File: config.mk
export PLATFORM = sky130hd
export DESIGN_NAME = mem_port_arbiter
export DESIGN_NICKNAME = d
export VERILOG_FILES = /design/src/rtl/mem_arb_pkg.sv /design/src/rtl/mem_arb_lane_select.sv /design/src/rtl/mem_port_arbiter.sv
export SDC_FILE = /design/constraint.sdc
export NUM_CORES = 1
export LEC_CHECK = 0
export BUFFER_PORTS_ARGS = -buffer_cell sky130_fd_sc_hd__buf_2
export CORE_AREA = 2 2 105 107
export CTS_BUF_LIST = sky130_fd_sc_hd__clkbuf_4 sky130_fd_sc_hd__clkbuf_8
export DETAILED_ROUTE_END_ITERATION = 8
export DIE_AREA = 0 0 107 109
export GPL_ROUTABILITY_DRIVEN = 0
export PLACE_DENSITY = 0.77
export REMOVE_ABC_BUFFERS = 1
export SLEW_MARGIN = 25
export SYNTH_ARGS = -nofsm -noshare
export SYNTH_HDL_FRONTEND = slang
export SYNTH_SLANG_ARGS = --single-unit
File: constraint.sdc
create_clock -name clk -period 3 [get_ports clk]
set_clock_uncertainty 0.2 [all_clocks]
set_input_delay 0.15 -clock clk [delete_from_list [all_inputs] [get_ports clk]]
set_output_delay 0.15 -clock clk [all_outputs]
set_load 0.01 [all_outputs]
File: src/rtl/mem_arb_pkg.sv
// Shared definitions for the two-lane memory port arbiter.
//   - arb_state_e   : arbiter FSM states (IDLE, REQ, RESP)
//   - LANE0 / LANE1 : lane index constants used for grant encoding
//   - TIMEOUT_RDATA : load data returned when the watchdog fires
//   - lane_onehot() : lane index -> 2-bit one-hot vector
package mem_arb_pkg;

  typedef enum logic [1:0] {
    ST_IDLE = 2'd0,
    ST_REQ  = 2'd1,
    ST_RESP = 2'd2
  } arb_state_e;

  localparam logic LANE0 = 1'b0;
  localparam logic LANE1 = 1'b1;

  localparam logic [31:0] TIMEOUT_RDATA = 32'hDEAD_BEEF;

  function automatic logic [1:0] lane_onehot(input logic lane);
    return (lane == LANE1) ? 2'b10 : 2'b01;
  endfunction

endpackage

File: src/rtl/mem_arb_lane_select.sv
// Lane selection for the memory port arbiter: fixed priority to lane 0 with a
// starvation guard that hands the port to lane 1 once lane 0 has been granted
// STARVE_MAX times in a row while lane 1 was waiting.
// Ports:
//   clk, rst      : clock, synchronous active-high reset
//   req_valid_i   : per-lane request
//   grant_en_i    : arbiter is able to accept a request this cycle
//   grant_lane_o  : selected lane index (meaningful when grant_vld_o)
//   grant_vld_o   : a grant is issued this cycle
module mem_arb_lane_select
  import mem_arb_pkg::*;
#(
  parameter int STARVE_MAX = 2
) (
  input  logic       clk,
  input  logic       rst,
  input  logic [1:0] req_valid_i,
  input  logic       grant_en_i,
  output logic       grant_lane_o,
  output logic       grant_vld_o
);

  logic [1:0] r_starve_cnt;
  logic       w_lane1_wins;

  always_comb begin
    w_lane1_wins = req_valid_i[1] && (int'(r_starve_cnt) == STARVE_MAX);
    grant_lane_o = (w_lane1_wins || !req_valid_i[0]) ? LANE1 : LANE0;
    grant_vld_o  = grant_en_i && (|req_valid_i);
  end

  // Counts lane-0 wins that happened while lane 1 was also asking; saturates
  // at 3 so it never wraps back below the threshold.
  always_ff @(posedge clk) begin
    if (rst) begin
      r_starve_cnt <= 2'd0;
    end else if (grant_vld_o) begin
      if (grant_lane_o == LANE1) begin
        r_starve_cnt <= 2'd0;
      end else if (req_valid_i[1] && (r_starve_cnt != 2'd3)) begin
        r_starve_cnt <= r_starve_cnt + 2'd1;
      end
    end
  end

endmodule

File: src/rtl/mem_port_arbiter.sv
// Two-lane memory port arbiter. Lanes 0/1 issue load/store requests; one is
// granted at a time and forwarded to a single external memory port with at
// most one transaction outstanding. Completion is reported back to the lane
// as a one-cycle response pulse. A pipeline flush suppresses pending
// responses without aborting the external transaction.
//
// Optional feature (macro MEM_ARB_TIMEOUT_EN): a watchdog in the REQ state
// abandons a transaction after TIMEOUT_CYCLES cycles without ack, returns
// TIMEOUT_RDATA and raises the sticky timeout_err_o output.
//
// Ports:
//   clk, rst            : clock, synchronous active-high reset
//   flush_i             : drop pending / in-flight responses
//   req_valid_i/we_i    : per-lane request and write flag
//   req_addr_i/wdata_i  : per-lane address and store data (lane n at n*W)
//   req_ready_o         : one-hot accept pulse (combinational in IDLE)
//   rsp_valid_o         : one-hot completion pulse
//   rsp_rdata_o         : load data for the completing lane
//   mem_*               : external memory port
//   busy_o              : arbiter not idle
//   timeout_err_o       : sticky watchdog error (MEM_ARB_TIMEOUT_EN only)
module mem_port_arbiter
  import mem_arb_pkg::*;
#(
  parameter int ADDR_W         = 32,
  parameter int DATA_W         = 32,
  parameter int STARVE_MAX     = 2,
  parameter int TIMEOUT_CYCLES = 255
) (
  input  logic                clk,
  input  logic                rst,
  input  logic                flush_i,
  input  logic [1:0]          req_valid_i,
  input  logic [1:0]          req_we_i,
  input  logic [2*ADDR_W-1:0] req_addr_i,
  input  logic [2*DATA_W-1:0] req_wdata_i,
  output logic [1:0]          req_ready_o,
  output logic [1:0]          rsp_valid_o,
  output logic [DATA_W-1:0]   rsp_rdata_o,
  output logic [ADDR_W-1:0]   mem_address_o,
  output logic [DATA_W-1:0]   mem_write_data_o,
  output logic                mem_read_en_o,
  output logic                mem_write_en_o,
  input  logic                mem_ack_i,
  input  logic [DATA_W-1:0]   mem_read_data_i,
  output logic                busy_o
`ifdef MEM_ARB_TIMEOUT_EN
  ,
  output logic                timeout_err_o
`endif
);

  arb_state_e          r_state;
  logic                r_lane;
  logic                r_we;
  logic [ADDR_W-1:0]   r_addr;
  logic [DATA_W-1:0]   r_wdata;
  logic                r_rd_en;
  logic                r_wr_en;
  logic [DATA_W-1:0]   r_rdata;
  logic                r_rsp_vld;
  logic                r_drop;

  logic                w_grant_en;
  logic                w_grant_lane;
  logic                w_grant_vld;
  logic                w_sel_we;
  logic [ADDR_W-1:0]   w_sel_addr;
  logic [DATA_W-1:0]   w_sel_wdata;

`ifdef MEM_ARB_TIMEOUT_EN
  localparam int                  TO_CNT_W = $clog2(TIMEOUT_CYCLES + 1);
  localparam logic [TO_CNT_W-1:0] TO_LAST  = TO_CNT_W'(TIMEOUT_CYCLES - 1);

  logic [TO_CNT_W-1:0] r_to_cnt;
  logic                r_terr;
`endif

  // Rst is included so nothing is accepted in a cycle that is being reset.
  assign w_grant_en = (r_state == ST_IDLE) && !flush_i && !rst;

  mem_arb_lane_select #(
    .STARVE_MAX (STARVE_MAX)
  ) u_lane_select (
    .clk          (clk),
    .rst          (rst),
    .req_valid_i  (req_valid_i),
    .grant_en_i   (w_grant_en),
    .grant_lane_o (w_grant_lane),
    .grant_vld_o  (w_grant_vld)
  );

  always_comb begin
    w_sel_we    = req_we_i[w_grant_lane];
    w_sel_addr  = (w_grant_lane == LANE1) ? req_addr_i[2*ADDR_W-1:ADDR_W]
                                          : req_addr_i[ADDR_W-1:0];
    w_sel_wdata = (w_grant_lane == LANE1) ? req_wdata_i[2*DATA_W-1:DATA_W]
                                          : req_wdata_i[DATA_W-1:0];
  end

  assign req_ready_o = w_grant_vld ? lane_onehot(w_grant_lane) : 2'b00;

  // A flush landing in the RESP cycle itself still kills the pulse.
  assign rsp_valid_o = (r_rsp_vld && !flush_i) ? lane_onehot(r_lane) : 2'b00;

  assign rsp_rdata_o      = r_rdata;
  assign mem_address_o    = r_addr;
  assign mem_write_data_o = r_wdata;
  assign mem_read_en_o    = r_rd_en;
  assign mem_write_en_o   = r_wr_en;
  assign busy_o           = (r_state != ST_IDLE);

`ifdef MEM_ARB_TIMEOUT_EN
  assign timeout_err_o = r_terr;
`endif

  always_ff @(posedge clk) begin
    if (rst) begin
      r_state   <= ST_IDLE;
      r_lane    <= LANE0;
      r_we      <= 1'b0;
      r_addr    <= '0;
      r_wdata   <= '0;
      r_rd_en   <= 1'b0;
      r_wr_en   <= 1'b0;
      r_rdata   <= '0;
      r_rsp_vld <= 1'b0;
      r_drop    <= 1'b0;
`ifdef MEM_ARB_TIMEOUT_EN
      r_to_cnt  <= '0;
      r_terr    <= 1'b0;
`endif
    end else begin
      r_rsp_vld <= 1'b0;
      unique case (r_state)
        ST_IDLE: begin
          r_drop <= 1'b0;
          if (w_grant_vld) begin
            r_lane  <= w_grant_lane;
            r_we    <= w_sel_we;
            r_addr  <= w_sel_addr;
            r_wdata <= w_sel_wdata;
            r_rd_en <= !w_sel_we;
            r_wr_en <= w_sel_we;
`ifdef MEM_ARB_TIMEOUT_EN
            r_to_cnt <= '0;
`endif
            r_state <= ST_REQ;
          end
        end

        // Strobes stay asserted until ack; a flush only marks the response
        // for suppression, the external transaction always completes.
        ST_REQ: begin
          if (flush_i) begin
            r_drop <= 1'b1;
          end
          if (mem_ack_i) begin
            r_rdata   <= r_we ? '0 : mem_read_data_i;
            r_rd_en   <= 1'b0;
            r_wr_en   <= 1'b0;
            r_rsp_vld <= !(r_drop || flush_i);
            r_state   <= ST_RESP;
          end
`ifdef MEM_ARB_TIMEOUT_EN
          else if (r_to_cnt == TO_LAST) begin
            r_rdata   <= DATA_W'(TIMEOUT_RDATA);
            r_rd_en   <= 1'b0;
            r_wr_en   <= 1'b0;
            r_rsp_vld <= !(r_drop || flush_i);
            r_terr    <= 1'b1;
            r_state   <= ST_RESP;
          end else begin
            r_to_cnt <= r_to_cnt + 1'b1;
          end
`endif
        end

        ST_RESP: begin
          r_state <= ST_IDLE;
        end

        default: begin
          r_state <= ST_IDLE;
        end
      endcase
    end
  end

endmodule

==> tab_implementation.tex, run 1 <==
\begin{tabular}{lr}
\hline
Metric & Value \\
\hline
\multicolumn{2}{l}{\textbf{Yosys}} \\
\quad Top post-synthesis cells by count & 132 x nand2\_1, 106 x dfxtp\_1, 66 x a21oi\_1, 64 x a311oi\_1, 36 x clkbuf\_1 \\
\quad Synthesized area per cell & 8.748 µm² \\
\quad Most frequently used flop master after synthesis & dfxtp\_1 \\
\quad Count of flip-flops with a built-in enable after synthesis & 0 \\
\quad Share of synthesized area occupied by flip-flops and latches & 0.4971 \\
\quad Library cell occupying the most area in the post-synthesis netlist & dfxtp\_1 \\
\quad Post-synthesis sequential element count & 106 \\
\quad Synth cell types & 33 \\
\quad Fraction of registers with async set/reset & 0 \\
\quad Biggest area contributors in the synthesized netlist & dfxtp\_1 50\%, a311oi\_1 13\%, nand2\_1 12\% \\
\quad Instance count of the mapped netlist & 488 \\
\quad Most repeated cell in the gate-level netlist after synthesis & nand2\_1 \\
\quad Synthesized area & 4269 µm² \\
\quad Post-synth top area share & 0.4971 \\
\quad Yosys warning total & 0 \\
\multicolumn{2}{l}{\textbf{Detailed routing}} \\
\quad Antenna Violating Nets Remaining & 0 \\
\quad Post-route met1 wirelength & 6.813 mm \\
\quad Initial DRC Count & 503 \\
\quad Total routed wirelength & 18.25 mm \\
\quad Max Used Layer & met4 \\
\quad Routed wire length on met2 & 9.212 mm \\
\quad Number of vias per cell after detailed routing & 5.494 \\
\quad Total vias in the final route & 5736 \\
\quad Post-route DRC & 0 \\
\quad Length of routed met3 wiring & 1.604 mm \\
\quad WL per Instance & 17.48 µm \\
\quad Number of detailed-route iterations in the first pass & 6 \\
\multicolumn{2}{l}{\textbf{Global routing}} \\
\quad Pin count of the biggest net entering global routing & 62 \\
\quad Number of global-route vias before repair & 5677 \\
\quad Global route total overflow & 0 \\
\quad Number of antenna violations at the first check in global routing & 1 \\
\quad Total global routing track utilization & 0.2997 \\
\quad First-pass GRT wire length & 27.83 mm \\
\multicolumn{2}{l}{\textbf{Clock network}} \\
\quad Clock-pin slew reported for the worst setup and hold paths after clock tree synthesis & 0.09 ns \\
\quad Clock tree from TritonCTS & built \\
\quad Worst-case clock buffer depth & 2 \\
\quad H-tree depth & 3 \\
\quad Clk root buf & clkbuf\_8 \\
\quad Clock Latency Late Sink & 0.38 ns \\
\quad Clk sinks & 106 \\
\quad Clock buffer count from CTS & 9 \\
\multicolumn{2}{l}{\textbf{Final layout}} \\
\quad Cell area after layout & 7607 µm² \\
\quad Layout Cells excl Fill & 1044 \\
\quad Growth of design area from synthesis to finish & 78.19\% \\
\quad Reg area & 2122 µm² \\
\quad Total area of multi-input combinational cells & 1967 µm² \\
\quad Post-Route Utilization & 0.7175 \\
\quad Proportion of layout cells with a drive suffix above 1 & 0.3411 \\
\quad Fillers & 710 \\
\quad Number of nets in the layout & 1068 \\
\multicolumn{2}{l}{\textbf{STA}} \\
\quad FMAX & 353.7 MHz \\
\quad Number of hold-slack violations in the final timing report & 0 \\
\quad Max-slew violations & 0 \\
\quad Period minus WS final & 2.827 ns \\
\quad Setup Viol. Count Final & 0 \\
\quad Transition time at the pin with the least slew margin & 0.7192 ns \\
\quad Max-Slew Margin vs Limit & 0.5205 \\
\quad Post-route clock period utilization & 0.9425 \\
\quad Unrepaired setup endpoints after global routing & no \\
\multicolumn{2}{l}{\textbf{Placement}} \\
\quad Count of buffers from port buffering & 270 \\
\quad Number of placed instances with taps included & 860 \\
\quad Post-placement cell area & 5709 µm² \\
\quad Final HPWL from detailed placement & 9.843 mm \\
\multicolumn{2}{l}{\textbf{Floorplanning}} \\
\quad Number of top-level design ports & 271 \\
\quad Initial cell density of the core & 0.4026 \\
\quad Vertical die dimension & 109 µm \\
\quad Standard cell core area & 10600 µm² \\
\quad Chip Width & 107 µm \\
\quad Full die area & 11660 µm² \\
\quad Total number of placement rows & 38 \\
\multicolumn{2}{l}{\textbf{Run}} \\
\quad Max-cap violations & 0 \\
\multicolumn{2}{l}{\textbf{Critical path}} \\
\quad Launching element type of the critical path & flip-flop \\
\quad Required time of the worst setup path & 3.12 ns \\
\quad Data arrival, critical path & 2.95 ns \\
\quad Worst setup path category & flip-flop to flip-flop \\
\quad R2r endpoint & mem\_write\_data\_o[30]\$\_SDFFE\_PP0P\_ \\
\quad CP Capture Type & flip-flop \\
\quad Maximum fanout along the worst path & 37 \\
\quad Depth of the worst register-to-register path & 7 \\
\quad Reg-to-reg critical path startpoint & u\_lane\_select.r\_starve\_cnt[0]\$\_SDFFE\_PP0P\_ \\
\quad R2R Setup Slk & 0.17 ns \\
\multicolumn{2}{l}{\textbf{Min path}} \\
\quad Endpoint of the worst hold path & u\_lane\_select.r\_starve\_cnt[1]\$\_SDFFE\_PP0P\_ \\
\quad Class of the worst hold path & input port to flip-flop \\
\quad Hold wc startpoint & req\_valid\_i[1] \\
\quad Hold Path Cell Cnt & 4 \\
\multicolumn{2}{l}{\textbf{Power and ir drop}} \\
\quad Max VDD drop & 0.2890 mV \\
\quad Cell Pwr Density & 424.0 nW/µm² \\
\quad Total leakage power & 3.706 nW \\
\multicolumn{2}{l}{\textbf{Run status}} \\
\quad Run status & finished clean \\
\hline
\end{tabular}
[cell families after synthesis]
logic type / Yosys count / share of synthesized area
fa+ha+maj: 2 / 0.005861
buf+inv: 55 / 0.05217
compound gates: 172 / 0.2940
mux: 3 / 0.007327
simple gates: 150 / 0.1436
flops: 106 / 0.4971
[routing by layer]
layer | track usage | up-vias
met3 | 0.06695 | 66
met1 | 0.3365 | 2643
li1 | - | 2606
met2 | 0.5396 | 421
met5 | 0 | -
met4 | 0.1419 | 0
[cell usage in the layout, fill, tap and decap left out, types with 3 or more instances in the layout]
master / n
a311oi_1: 64
a22o_1: 32
a211oi_1: 3
dlygate4sd3_1: 167
buf_2: 270
nor2_1: 3
clkbuf_4: 3
a21oi_1: 66
dfxtp_1: 106
buf_4: 12
nand2_1: 132
clkbuf_8: 11
inv_1: 5
[cell type report]
| class | count | area share |
|---|---|---|
| Timing Repair Buffer | 449 | 0.4092 |
| Tap cell | 140 | 0.02303 |
| Antenna cell | 1 | 0.0003289 |
| Inverter | 5 | 0.002467 |
| Multi-Input combinational cell | 327 | 0.2586 |
| Clock inverter | 2 | 0.004605 |
| Clock buffer | 14 | 0.02286 |
| Sequential cell | 106 | 0.2789 |
[sequential cells by signal, summed over array words and instances, names as in the netlist]
name	flops
mem_read_en_o	1
rsp_rdata_o	32
u_lane_select.r_starve_cnt	2
mem_write_data_o	32
mem_address_o	32
r_lane	1
mem_write_en_o	1
r_drop	1
r_we	1
r_rsp_vld	1
r_state	2
[what timing repair did]
action	in CTS	in global routing
setup endpoints to repair	0	38
buffers inserted	0	0
endpoints found under the hold margin	103	0
gates resized for setup	0	2
hold buffers	167	0
[worst max path at each step]
| stage | startpoint | to | slack, ns |
|---|---|---|---|
| floorplan | r_state[1]$_SDFFE_PP0P_ | mem_read_en_o$_SDFFE_PP0P_ | -3.60 |
| global placement | u_lane_select.r_starve_cnt[0]$_SDFFE_PP0P_ | mem_write_data_o[16]$_SDFFE_PP0P_ | 0.80 |
| detailed placement | u_lane_select.r_starve_cnt[0]$_SDFFE_PP0P_ | mem_write_data_o[0]$_SDFFE_PP0P_ | 0.68 |
| CTS | u_lane_select.r_starve_cnt[0]$_SDFFE_PP0P_ | mem_write_data_o[21]$_SDFFE_PP0P_ | 0.12 |
| global route | u_lane_select.r_starve_cnt[0]$_SDFFE_PP0P_ | mem_address_o[4]$_SDFFE_PP0P_ | 0.03 |
| finish | u_lane_select.r_starve_cnt[0]$_SDFFE_PP0P_ | mem_write_data_o[30]$_SDFFE_PP0P_ | 0.17 |
[critical path, cell delays in order (launching register included)]
cell	delay, ns
dfxtp_1	0.34
inv_1	0.06
ha_1	0.24
a21bo_4	0.39
buf_4	0.43
nand2_1	0.13
a311oi_1	0.34
dlygate4sd3_1	0.60
[power by group]
group	leakage [nW]	switching [mW]	internal, mW
clock network	0.111	0.481	0.460
registers	0.865	0.0488	1.49
logic	2.73	0.355	0.393
[through the flow]
step	total power [mW]	worst slack (ns)	hold slack, ns	TNS (ns)
final	3.226	0.1726	0.06976	0
after global routing	3.357	0.03028	0.08670	0
after CTS	3.197	0.1184	0.04658	0
after detailed placement	2.091	0.6781	0.1625	0
after global placement	2.077	0.7954	0.1652	0
after floorplan	1.814	-3.603	0.02214	-211.24
Note: power is estimated with default switching activity, not from simulation.
==> run 2: changes to the inputs <==
--- a/config.mk
+++ b/config.mk
@@ -13,2 +13,3 @@
 export GPL_ROUTABILITY_DRIVEN = 0
+export HOLD_SLACK_MARGIN = 0.15
 export PLACE_DENSITY = 0.77
==> constraint.sdc (replaced) <==
create_clock -name clk -period 3 [get_ports clk]
set_clock_uncertainty 0.2 [all_clocks]
set_input_delay 0.6 -clock clk [delete_from_list [all_inputs] [get_ports clk]]
set_output_delay 0.6 -clock clk [all_outputs]
set_load 0.01 [all_outputs]
==> run 2 against run 1 <==
- sequential share of layout area rose by 8.2 points
- cell count down 16%
- largest power group unchanged
- sequential power about the same
- via count decreased by 18%
- global-route usage decreased by 8.2 points
- critical path depth shrank 3
- clock-buffer cell count is 4 lower
- register-to-register slack improved by 0.71 ns
- highest routed layer unchanged
- combinational power is 31% lower
- core utilization is 16 points lower
==> tab_implementation.tex, run 2 (synthesis results as in run 1) <==
\begin{tabular}{lr}
\hline
Metric & Value \\
\hline
\multicolumn{2}{l}{\textbf{Clock network}} \\
\quad \# hold bufs at CTS & 0 (-100\%) \\
\quad Clk sinks & 106 (unchanged) \\
\quad H-tree depth & 3 (unchanged) \\
\quad Clock buffer count from CTS & 9 (unchanged) \\
\quad Clk root buf & clkbuf\_8 \\
\quad Count of instances resized after the clock tree is built & 0 (unchanged) \\
\quad Worst-case clock buffer depth & 2 (unchanged) \\
\quad Clock tree from TritonCTS & built \\
\quad Clock-pin slew reported for the worst setup and hold paths after clock tree synthesis & 0.11 ns (+0.02 ns) \\
\quad Clock Latency Late Sink & 0.37 ns (about the same) \\
\quad Post-CTS setup-driven buffer insertion count & 0 (unchanged) \\
\multicolumn{2}{l}{\textbf{Detailed routing}} \\
\quad Antenna Violating Nets Remaining & 0 (unchanged) \\
\quad Number of vias per cell after detailed routing & 5.362 (-2.4\%) \\
\quad Total routed wirelength & 13.52 mm (-26\%) \\
\quad Initial DRC Count & 269 (-47\%) \\
\quad Post-route DRC & 0 (unchanged) \\
\quad WL per Instance & 15.46 µm (-12\%) \\
\quad Number of detailed-route iterations in the first pass & 4 (-2) \\
\quad Total vias in the final route & 4686 (-18\%) \\
\multicolumn{2}{l}{\textbf{STA}} \\
\quad Max-slew violations & 0 (unchanged) \\
\quad Post-route clock period utilization & 0.8031 (-0.1394) \\
\quad Worst path setup slack after routing & 0.5907 ns (+0.4182 ns) \\
\quad Transition time at the pin with the least slew margin & 0.7024 ns (-0.01685 ns) \\
\quad Unrepaired setup endpoints after global routing & no \\
\quad Setup Viol. Count Final & 0 (unchanged) \\
\quad FMAX & 415.1 MHz (+17\%) \\
\quad Max-Slew Margin vs Limit & 0.5317 (+0.01123) \\
\quad Setup tns final & 0 ns (unchanged) \\
\quad Period minus WS final & 2.409 ns (-0.4182 ns) \\
\quad Number of hold-slack violations in the final timing report & 0 (unchanged) \\
\multicolumn{2}{l}{\textbf{Critical path}} \\
\quad Maximum fanout along the worst path & 6 (-84\%) \\
\quad Data arrival, critical path & 1.61 ns (-1.34 ns) \\
\quad CP Capture Type & output pin \\
\quad Required time of the worst setup path & 2.20 ns (-0.92 ns) \\
\quad Depth of the worst register-to-register path & 4 (-3) \\
\quad R2r endpoint & mem\_address\_o[2]\$\_SDFFE\_PP0P\_ \\
\quad Worst setup path category & flip-flop to output pin \\
\quad Launching element type of the critical path & flip-flop \\
\quad R2R Setup Slk & 0.88 ns (+0.71 ns) \\
\quad Reg-to-reg critical path startpoint & r\_state[1]\$\_SDFFE\_PP0P\_ \\
\multicolumn{2}{l}{\textbf{Placement}} \\
\quad Final HPWL from detailed placement & 9.611 mm (-2.4\%) \\
\quad Pre-CTS setup slack & 0.5806 ns (-0.09751 ns) \\
\quad Count of buffers from port buffering & 270 (unchanged) \\
\multicolumn{2}{l}{\textbf{Run status}} \\
\quad Run status & finished clean \\
\multicolumn{2}{l}{\textbf{Final layout}} \\
\quad Number of nets in the layout & 899 (-16\%) \\
\quad Most common cell after layout, fill and taps aside & buf\_2 \\
\quad Top library cells by usage in the layout, fill and taps aside & 270 x buf\_2, 132 x nand2\_1, 106 x dfxtp\_1, 66 x a21oi\_1, 64 x a311oi\_1 \\
\quad Antenna Cells & 0 (-1) \\
\quad Growth of design area from synthesis to finish & 37.81\% \\
\quad Reg area & 2122 µm² (unchanged) \\
\quad Fillers & 982 (+38\%) \\
\quad Post-Route Utilization & 0.5549 (-0.1626) \\
\quad Proportion of layout cells with a drive suffix above 1 & 0.4183 (+0.07717) \\
\quad Total area of multi-input combinational cells & 1953 µm² (-0.70\%) \\
\multicolumn{2}{l}{\textbf{Floorplanning}} \\
\quad Full die area & 11660 µm² (unchanged) \\
\quad Initial cell density of the core & 0.4026 (unchanged) \\
\quad Number of top-level design ports & 271 (unchanged) \\
\quad Vertical die dimension & 109 µm (unchanged) \\
\quad Chip Width & 107 µm (unchanged) \\
\quad Standard cell core area & 10600 µm² (unchanged) \\
\quad Total number of placement rows & 38 (unchanged) \\
\multicolumn{2}{l}{\textbf{Global routing}} \\
\quad Number of global-route vias before repair & 4318 (-24\%) \\
\quad First-pass GRT wire length & 20.42 mm (-27\%) \\
\quad Pin count of the biggest net entering global routing & 66 (+6.5\%) \\
\quad Global route total overflow & 0 (unchanged) \\
\quad Number of antenna violations at the first check in global routing & 0 (-1) \\
\quad Total global routing track utilization & 0.2173 (-0.08243) \\
\multicolumn{2}{l}{\textbf{Power and ir drop}} \\
\quad Overall power & 2.892 mW (-10\%) \\
\quad Max VDD drop & 0.2220 mV (-23\%) \\
\quad Total leakage power & 2.835 nW (-23\%) \\
\quad Cell Pwr Density & 491.6 nW/µm² (+16\%) \\
\multicolumn{2}{l}{\textbf{Min path}} \\
\quad Hold wc startpoint & mem\_ack\_i \\
\quad Class of the worst hold path & input port to flip-flop \\
\quad Hold Path Cell Cnt & 2 (-2) \\
\quad Endpoint of the worst hold path & r\_state[0]\$\_SDFFE\_PP0P\_ \\
\multicolumn{2}{l}{\textbf{Run}} \\
\quad Max-cap violations & 0 (unchanged) \\
\hline
\end{tabular}
-- run 2: worst max path at each step --
| stage | startpoint | to | slack [ns] | depth (start not counted) |
|---|---|---|---|---|
| 2_1_floorplan | flush_i | req_ready_o[0] | -4.16 | 3 |
| 3_3_place_gp | rst | rsp_rdata_o[4]$_SDFFE_PP0P_ | 0.66 | 4 |
| 3_5_place_dp | flush_i | mem_address_o[17]$_SDFFE_PP0P_ | 0.58 | 5 |
| 4_1_cts | r_state[1]$_SDFFE_PP0P_ | req_ready_o[1] | 0.59 | 4 |
| 5_1_grt | r_state[1]$_SDFFE_PP0P_ | req_ready_o[0] | 0.49 | 4 |
| 6_report | r_state[1]$_SDFFE_PP0P_ | req_ready_o[1] | 0.59 | 4 |
-- run 2: power breakdown --
group / internal (mW) / switching (mW) / total, mW
registers: 1.49 / 0.0448 / 1.53
logic: 0.232 / 0.287 / 0.519
clock network: 0.332 / 0.507 / 0.839
-- run 2: area by class of cell --
class / instances / share of cell area
sequential: 106 / 0.3607
clock buffer: 10 / 0.02339
multi-input combinational: 327 / 0.3320
inverter: 5 / 0.003190
timing repair buffer: 280 / 0.2425
clock inverter: 6 / 0.008507
tap: 140 / 0.02977
-- run 2: routing by layer --
metal | vias up | wire, µm | track usage
li1 | 2266 | - | -
met1 | 2196 | 5322 | 0.2513
met2 | 205 | 6868 | 0.3904
met3 | 19 | 1114 | 0.05260
met4 | 0 | 211 | 0.07978
met5 | - | 0 | 0
-- run 2: through the flow --
step / hold WS, ns / cell area, µm² / std cells
2_1_floorplan: 0.1989 / 4065 / 438
3_3_place_gp: 0.2171 / 5694 / 858
3_5_place_dp: 0.2236 / 5694 / 858
4_1_cts: 0.2160 / 5882 / 874
5_1_grt: 0.2177 / 5883 / 874
6_report: 0.2325 / 5883 / 874
-- run 2: worst max-delay path, cell delays in order, from the launching register on --
cell     delay, ns
dfxtp_1       0.38
nor4_2        0.35
nand2_1       0.22
nor2_1        0.14
buf_2         0.15
==> run 3: changes to the inputs <==
Clock period 3 ns to 2.4 ns, I/O delays scaled along.
==> run 3 against run 2 <==
- combinational power grew 46%
- global-route usage grew 2.5 points
- critical path depth is the same
- worst hold slack lost 0.065 ns
- via count grew 8.8%
- sequential cell count is the same
- sequential power grew 25%
- non-clock buffer count grew 69
- critical path type unchanged
- largest power group unchanged
==> tab_implementation.tex, run 3 (synthesis results as in run 1) <==
\begin{tabular}{lr}
\hline
Metric & Value \\
\hline
\multicolumn{2}{l}{\textbf{Detailed routing}} \\
\quad Post-route DRC & 0 (unchanged) \\
\quad Number of vias per cell after detailed routing & 5.413 (+0.96\%) \\
\quad Total routed wirelength & 15.19 mm (+12\%) \\
\quad Initial DRC Count & 500 (+86\%) \\
\quad Number of detailed-route iterations in the first pass & 5 (+1) \\
\quad Antenna Violating Nets Remaining & 0 (unchanged) \\
\quad WL per Instance & 16.13 µm (+4.3\%) \\
\quad Total vias in the final route & 5099 (+8.8\%) \\
\multicolumn{2}{l}{\textbf{Power and ir drop}} \\
\quad Cell Pwr Density & 555.8 nW/µm² (+13\%) \\
\quad Total leakage power & 3.132 nW (+10\%) \\
\quad Overall power & 3.664 mW (+27\%) \\
\quad Max VDD drop & 0.3387 mV (+53\%) \\
\multicolumn{2}{l}{\textbf{Clock network}} \\
\quad Worst-case clock buffer depth & 2 (unchanged) \\
\quad Clock-pin slew reported for the worst setup and hold paths after clock tree synthesis & 0.10 ns (about the same) \\
\quad Clock buffer count from CTS & 9 (unchanged) \\
\quad Clock tree from TritonCTS & built \\
\quad Clk root buf & clkbuf\_8 \\
\quad H-tree depth & 3 (unchanged) \\
\quad Clk sinks & 106 (unchanged) \\
\quad Clock Latency Late Sink & 0.36 ns (about the same) \\
\multicolumn{2}{l}{\textbf{Floorplanning}} \\
\quad Initial cell density of the core & 0.4026 (unchanged) \\
\quad Vertical die dimension & 109 µm (unchanged) \\
\quad Full die area & 11660 µm² (unchanged) \\
\quad Total number of placement rows & 38 (unchanged) \\
\quad Standard cell core area & 10600 µm² (unchanged) \\
\quad Number of top-level design ports & 271 (unchanged) \\
\quad Chip Width & 107 µm (unchanged) \\
\multicolumn{2}{l}{\textbf{Global routing}} \\
\quad Number of antenna violations at the first check in global routing & 0 (unchanged) \\
\quad Pin count of the biggest net entering global routing & 66 (unchanged) \\
\quad Global route total overflow & 0 (unchanged) \\
\quad First-pass GRT wire length & 22.54 mm (+10\%) \\
\quad Number of global-route vias before repair & 4724 (+9.4\%) \\
\quad Total global routing track utilization & 0.2427 (+0.02537) \\
\multicolumn{2}{l}{\textbf{STA}} \\
\quad FMAX & 444.7 MHz \\
\quad Hold Slack & 0.1676 ns (-0.06495 ns) \\
\quad Max-Slew Margin vs Limit & 0.5455 (+0.01371) \\
\quad Max-slew violations & 0 (unchanged) \\
\quad Number of hold-slack violations in the final timing report & 0 (unchanged) \\
\quad Setup Viol. Count Final & 0 (unchanged) \\
\quad Worst path setup slack after routing & 0.1515 ns (-0.4392 ns) \\
\quad Period minus WS final & 2.248 ns \\
\quad Post-route clock period utilization & 0.9369 \\
\quad Unrepaired setup endpoints after global routing & no \\
\quad Transition time at the pin with the least slew margin & 0.6818 ns (-0.02057 ns) \\
\multicolumn{2}{l}{\textbf{Placement}} \\
\quad Pre-CTS setup slack & 0.07564 ns (-0.5049 ns) \\
\quad Count of buffers from port buffering & 270 (unchanged) \\
\quad Number of placed instances with taps included & 859 (+0.12\%) \\
\quad Final HPWL from detailed placement & 9.748 mm (+1.4\%) \\
\multicolumn{2}{l}{\textbf{Critical path}} \\
\quad R2R Setup Slk & 0.18 ns (-0.70 ns) \\
\quad CP Capture Type & output pin \\
\quad Required time of the worst setup path & 1.72 ns (-0.48 ns) \\
\quad Launching element type of the critical path & flip-flop \\
\quad Maximum fanout along the worst path & 6 (unchanged) \\
\quad Data arrival, critical path & 1.57 ns (-0.04 ns) \\
\quad Worst setup path category & flip-flop to output pin \\
\multicolumn{2}{l}{\textbf{Final layout}} \\
\quad Top library cells by usage in the layout, fill and taps aside & 270 x buf\_2, 131 x nand2\_1, 106 x dfxtp\_1, 68 x dlygate4sd3\_1, 66 x a21oi\_1 \\
\quad Post-Route Utilization & 0.6218 (+0.06691) \\
\quad Fillers & 871 (-11\%) \\
\quad Proportion of layout cells with a drive suffix above 1 & 0.3840 (-0.03422) \\
\quad Growth of design area from synthesis to finish & 54.43\% \\
\quad Antenna Cells & 0 (unchanged) \\
\quad Most common cell after layout, fill and taps aside & buf\_2 \\
\quad Layout Cells excl Fill & 942 (+7.8\%) \\
\quad Reg area & 2122 µm² (unchanged) \\
\quad Number of nets in the layout & 968 (+7.7\%) \\
\quad Total area of multi-input combinational cells & 1956 µm² (+0.13\%) \\
\multicolumn{2}{l}{\textbf{Min path}} \\
\quad Class of the worst hold path & input port to flip-flop \\
\multicolumn{2}{l}{\textbf{Run status}} \\
\quad Run status & finished clean \\
\multicolumn{2}{l}{\textbf{Run}} \\
\quad Max-cap violations & 0 (unchanged) \\
\hline
\end{tabular}
## run 3: layout make-up
type,instances,area share
timing repair buffer,349,0.3264
sequential,106,0.3219
multi-input combinational,327,0.2966
tap,140,0.02657
clock buffer,11,0.02107
clock inverter,4,0.004555
inverter,5,0.002847
## run 3: per-stage QoR
| stage | cell area, µm² | TNS (ns) |
|---|---|---|
| 4_1_cts | 6589 | 0 |
| 5_1_grt | 6593 | 0 |
| 3_3_place_gp | 5739 | 0 |
| 3_5_place_dp | 5739 | 0 |
| 6_report | 6593 | 0 |
| 2_1_floorplan | 4065 | -259.83 |
## run 3: routing by layer
metal | track usage | vias to the layer above | wire length, µm
li1 | - | 2402 | -
met1 | 0.2777 | 2360 | 5923
met2 | 0.4363 | 298 | 7588
met3 | 0.04901 | 39 | 1240
met4 | 0.1113 | 0 | 441
met5 | 0 | - | 0
## run 3: worst paths after layout
| check | from | end | cells past startpoint |
|---|---|---|---|
| worst max-delay path | r_state[1]$_SDFFE_PP0P_ | req_ready_o[1] | 4 |
| worst max register to register | r_state[1]$_SDFFE_PP0P_ | mem_address_o[17]$_SDFFE_PP0P_ | 4 |
| worst min-delay path | req_addr_i[19] | mem_address_o[19]$_SDFFE_PP0P_ | 3 |
| worst min register to register | r_drop$_SDFFE_PP0P_ | r_rsp_vld$_SDFF_PP0_ | 1 |
## run 3: repair_timing
| item | 4_1_cts | 5_1_grt |
|---|---|---|
| resized for setup | 0 | 1 |
| hold buffers | 68 | 0 |
| buffers inserted | 0 | 0 |
| hold endpoints to repair | 60 | 0 |
| endpoints found under the setup margin | 0 | 1 |
## run 3: power by group
group          internal (mW)  switching, mW  leakage, nW  total [mW]
Sequential              1.86         0.0584        0.865        1.92
Combinational          0.371          0.389         2.18       0.760
Clock                  0.397          0.588       0.0862       0.985
Total                   2.63           1.03         3.13        3.66
## run 3: worst max-delay path, cell delays in order (launching register included)
cell,delay (ns)
dfxtp_1,0.37
nor4_2,0.36
nand2_2,0.16
nor2_1,0.16
buf_2,0.15
